$ cat src/rtl/lifo_stack_param.sv
// rtl/lifo_stack_param.sv - parametrised LIFO stack with flags, sticky errors, peek and bottom-to-top dump
module lifo_stack_param #(
    parameter int WIDTH  = 8,
    parameter int ADDR_W = 8
) (
    input  logic              clk,
    input  logic              rst,
    input  logic              clr,
    input  logic              push,
    input  logic              pop,
    input  logic [WIDTH-1:0]  din,
    output logic [WIDTH-1:0]  dout,
    output logic              dout_valid,
    output logic [WIDTH-1:0]  top,
    output logic [ADDR_W:0]   count,
    output logic              empty,
    output logic              full,
    output logic              ovf,
    output logic              unf,
    input  logic              err_clr,
    input  logic              dump_start,
    output logic              dump_busy,
    output logic [WIDTH-1:0]  dump_data,
    output logic              dump_valid,
    output logic              dump_last
);
    localparam int DEPTH = 2 ** ADDR_W;
    localparam logic [ADDR_W:0]   CNT_ONE  = 1;
    localparam logic [ADDR_W-1:0] ADDR_ONE = 1;

    typedef enum logic {IDLE, DUMP} stateT;

    logic [WIDTH-1:0]  mem [DEPTH];
    logic [ADDR_W:0]   cnt;
    logic [ADDR_W:0]   idx;
    stateT             state, stateNext;
    logic [ADDR_W-1:0] topAddr, wrAddr;
    logic              startDump, opEn, doPush, doPop, setOvf, setUnf;

    assign count   = cnt;
    assign empty   = (cnt == '0);
    assign full    = cnt[ADDR_W];
    assign topAddr = cnt[ADDR_W-1:0] - ADDR_ONE;
    assign top     = empty ? '0 : mem[topAddr];

    // A cycle that launches a dump does not also move the stack, so the dump length is the count seen here.
    assign startDump = (state == IDLE) && dump_start && !empty;
    assign opEn      = !clr && (state == IDLE) && !startDump;
    assign doPush    = opEn && push && (pop || !full);
    assign doPop     = opEn && pop && !empty;
    assign setOvf    = opEn && push && !pop && full;
    assign setUnf    = opEn && pop && empty;
    assign wrAddr    = doPop ? topAddr : cnt[ADDR_W-1:0];

    always_ff @(posedge clk) begin
        if (rst && doPush) begin
            mem[wrAddr] <= din;
        end
    end

    always_ff @(posedge clk or negedge rst) begin
        if (!rst) begin
            cnt        <= '0;
            dout       <= '0;
            dout_valid <= 1'b0;
            ovf        <= 1'b0;
            unf        <= 1'b0;
        end else begin
            dout_valid <= doPop;
            if (doPop) begin
                dout <= mem[topAddr];
            end
            if (clr) begin
                cnt <= '0;
            end else if (doPush && !doPop) begin
                cnt <= cnt + CNT_ONE;
            end else if (doPop && !doPush) begin
                cnt <= cnt - CNT_ONE;
            end
            ovf <= setOvf || (ovf && !err_clr);
            unf <= setUnf || (unf && !err_clr);
        end
    end

    always_ff @(posedge clk or negedge rst) begin
        if (!rst) begin
            state <= IDLE;
        end else begin
            state <= stateNext;
        end
    end

    always_comb begin
        stateNext = state;
        if (clr) begin
            stateNext = IDLE;
        end else begin
            case (state)
                IDLE:    if (startDump) stateNext = DUMP;
                DUMP:    if (dump_last) stateNext = IDLE;
                default: stateNext = IDLE;
            endcase
        end
    end

    assign dump_busy  = (state == DUMP);
    assign dump_valid = (state == DUMP);

    // Each beat is loaded on the edge that starts it; idx points at the next word to fetch.
    always_ff @(posedge clk or negedge rst) begin
        if (!rst) begin
            idx       <= '0;
            dump_data <= '0;
            dump_last <= 1'b0;
        end else if (clr) begin
            dump_last <= 1'b0;
        end else if (startDump) begin
            dump_data <= mem[0];
            dump_last <= (cnt == CNT_ONE);
            idx       <= CNT_ONE;
        end else if (state == DUMP) begin
            if (dump_last) begin
                dump_last <= 1'b0;
            end else begin
                dump_data <= mem[idx[ADDR_W-1:0]];
                dump_last <= (idx == cnt - CNT_ONE);
                idx       <= idx + CNT_ONE;
            end
        end
    end
endmodule

$ cat config.mk
export PLATFORM = sky130hd
export DESIGN_NAME = lifo_stack_param
export DESIGN_NICKNAME = d
export VERILOG_FILES = /design/src/rtl/lifo_stack_param.sv
export SDC_FILE = /design/constraint.sdc
export NUM_CORES = 2
export LEC_CHECK = 0
export CORE_ASPECT_RATIO = 1.1
export CORE_MARGIN = 1.5
export CORE_UTILIZATION = 41
export CTS_CLUSTER_DIAMETER = 40
export DETAILED_ROUTE_END_ITERATION = 6
export PLACE_DENSITY = 0.69
export SKIP_LAST_GASP = 1
export SLEW_MARGIN = 30
export SYNTH_ARGS = -nofsm -noshare
export SYNTH_HDL_FRONTEND = slang
export SYNTH_SLANG_ARGS = --single-unit
$ cat constraint.sdc
create_clock -name clk -period 4.6 [get_ports clk]
set_input_delay 0.92 -clock clk [delete_from_list [all_inputs] [get_ports clk]]
set_output_delay 0.92 -clock clk [all_outputs]
set_load 0.02 [all_outputs]
==> results.cfg <==
[run_status]
status = complete, but fails checks
failed_checks = setup timing

[logic_synthesis]
syn_area_um2 = 98900
synth_commonest_cells = edfxtp_1 (2,048), mux4_2 (1,145), nor2_1 (370), nand2_1 (253), buf_2 (149)
yosysTopAreaCellShare_pct = 62.2
synth.most_common_cell = edfxtp_1
synthAdderAreaFrac_pct = 0.0633
synth_xor_area_share_pct = 0.291
synthMuxAreaShare_pct = 27.6
ys.flop_type = edfxtp_1
synth_top_area_cell = edfxtp_1
yosysSeqAreaShare_pct = 63.2
ys_ff_latch = 2087
async_flop_share_pct = 1.87
syn_inst = 5094
syn_nets = 5114
synth_area_leaders = edfxtp_1 (62%), mux4_2 (26%), mux2i_1 (1.4%)
synth_compound_area_share_pct = 2.57
ys_warn_count = 0
synth_top_family_by_area = multiplexers
synth_edf_count = 2048
yosys.area_share.simple_pct = 4.06
synthDistinctLibCells = 91
postSynthAreaPerCell_um2 = 19.4

[cts]
insertion_delay_ns = 0.98
cts_hold_buf = 0
cts_tree = built
ctsRootBufferMaster = clkbuf_16
clock_sinks = 2087
cts_max_level = 5
clockBufferDepth = 4
path_clk_slew_ns = 0.06
cts_made_buffers = 288

[power_and_ir_drop]
comb_power_share_pct = 48.4
power_per_cell_area_nw_per_um2 = 696
p_leak_nw = 39.1
peakVddDrop_uv = 514
p_seq_share_pct = 25.8
swShare_pct = 37.2
power.switching_mw = 31.0
internal-power_mw = 52.4
clkPwrFrac_pct = 25.8

[finish]
fillCellCount = 18600
layout-drive-gt1-share_pct = 42.5
syn_to_final_growth_pct = 21.1
final_nets = 5923
stdcell_count = 9253
regArea_um2 = 62500
multiInputGateArea_um2 = 34700

[sta]
max_freq_mhz = 185
slew_viol_final = 0
post-route-period-util_pct = 118
finalSetupTns_ns = -5.60
finalSetupViolCount = 8
rsz0062_at_grt = true
maxSlewHeadroom_pct = 25.7
clock_skew_ns = 0.0884
post-route-min-period_ns = 5.41
setup_ws_ns = -0.814
hold_viol_final = 0
worst_pin_slew_ns = 1.11

[die]
start_util_pct = 41.3
dieArea_um2 = 244000
die_w_um = 471
rows = 188
die_h_um = 518
num_io_pins = 56
core_area_um2 = 239000

[setup_path]
crit_required_ns = 3.68
cpPeakStageDelay_ns = 0.68
path_delay_family = simple AND/OR/NAND/NOR gates
cp_slowest_cell = nor4_4
crit_type = reg -> out
path_max_fanout = 7
cp.arrival_ns = 4.49
end_kind = output pin
crit_path_start_kind = register
worstPathCellList = clkinv_4, ha_4, buf_6, nor3b_4, xor2_4, buf_6, buf_12, mux4_2, nand4_1, nand2_2, nor4_4, buf_4, nor3_4, buf_6
critical_path_buf_inv_count = 6
worst_path_most_repeated_cell = buf_6

[routing]
drc = 0
via_per_inst = 6.63
wl_um = 331000
routedWlPerCell_um = 35.7
drt_iter0_drc = 9694
drtAntennaViolNets = 0
dr.pass1.iters = 6
via_count = 61300

[place]
gp_congestion = 0.981
dp_cells = 8644
io_buffers = 55
dp_hpwl_um = 219000

[hold_path]
min_path_type = in -> async

[global_route]
grt_pass1_wl_um = 463000
antenna_found_initial = 9
grt_max_degree = 138
grt_pass1_vias = 60900
gr-total-overflow = 0
grt_use_total_pct = 26.6

[flow_run]
drv_cap = 0
[cell families after synthesis]
family,count (synthesis)
muxes,1296
AOI/OAI and AO/OA,353
DFF,2087
and+or+nand+nor,903
buffers and inverters,418
xor gates and xnor gates,32
adders and majority gates,5
[final timing paths]
check	depth (start not counted)	slack [ns]	startpoint	end
worst max-delay path	14	-0.81	count[0]	top[2]
worst min-delay path	2	0.08	rst	count[5]
worst max register to register	8	0.13	idx[1]	dump_data[3]
worst min register to register	2	0.53	dout[3]	dout[3]
max in group asynchronous	3	3.73	rst	idx[0]
min in group clk	1	0.42	din[4]	mem[88][4]
[final cells by class]
cell class / instances / area share (%)
Antenna cell: 7 / 0.0146
Clock buffer: 326 / 6.28
Clock inverter: 172 / 1.38
Inverter: 19 / 0.0731
Multi-Input combinational cell: 2589 / 29.0
Sequential cell: 2087 / 52.2
Tap cell: 3135 / 3.27
Timing Repair Buffer: 918 / 7.86
[per-stage QoR]
stage | cell area, µm² | hold slack, ns | power, mW | setup slack [ns] | utilization (%)
finish | 120000 | 0.0845 | 83.4 | -0.814 | 50.1
CTS | 119000 | 0.0516 | 81.6 | -0.782 | 49.7
floorplan | 99100 | 0.541 | 42.8 | 0.0114 | -
global route | 120000 | 0.0662 | 85.0 | -0.741 | 50.1
detailed placement | 109000 | 0.522 | 58.6 | -0.677 | 45.5
global placement | 109000 | 0.523 | 58.5 | -0.775 | 45.4
[registers in the layout, summed over array words and instances (netlist names)]
name        cells
count           9
dout            8
dout_valid      1
dump_busy       1
dump_data       8
dump_last       1
idx             9
mem          2048
ovf             1
unf             1
[power by group through the flow]
stage | clock [mW] | sequential, mW | combinational, mW
after global routing | 22.4 | 21.5 | 41.1
after global placement | 0 | 21.9 | 36.6
final | 21.5 | 21.5 | 40.4
after detailed placement | 0 | 21.9 | 36.7
after CTS | 21.6 | 21.5 | 38.5
after floorplan | 0 | 21.6 | 21.2
[placed cells by master (no fill, tap or decap), types with 30 or more instances in the layout]
cell type        instances
a21oi_1                 59
a22oi_1                 36
buf_12                 116
buf_4                  683
buf_6                   30
clkbuf_16              304
clkdlybuf4s50_1         38
clkinv_1                30
clkinv_2                35
dfrtp_1                 32
edfxtp_1              2048
inv_6                   30
mux2i_1                142
mux4_2                1145
nand2_1                248
nand3_1                104
nand4_1                 33
nor2_1                 362
o21ai_0                 49
[timing repair]
action                                  in CTS  in global routing
hold endpoints to repair                     0                  0
pin swaps                                   30                 23
gates resized for setup                    119                 50
endpoints found under the setup margin       9                  9
gates cloned                                 8                  8
buffers inserted                            39                 48
[layer usage]
layer  vias up  global-route usage (%)  wire length [µm]
met2      4671                    40.9            154000
li1      23500                       -                 -
met1     32200                    33.8            113000
met5         -                       0                13
met3       923                    6.86             39600
met4         2                    16.9             24200
Power figures use the tool's default switching activity.
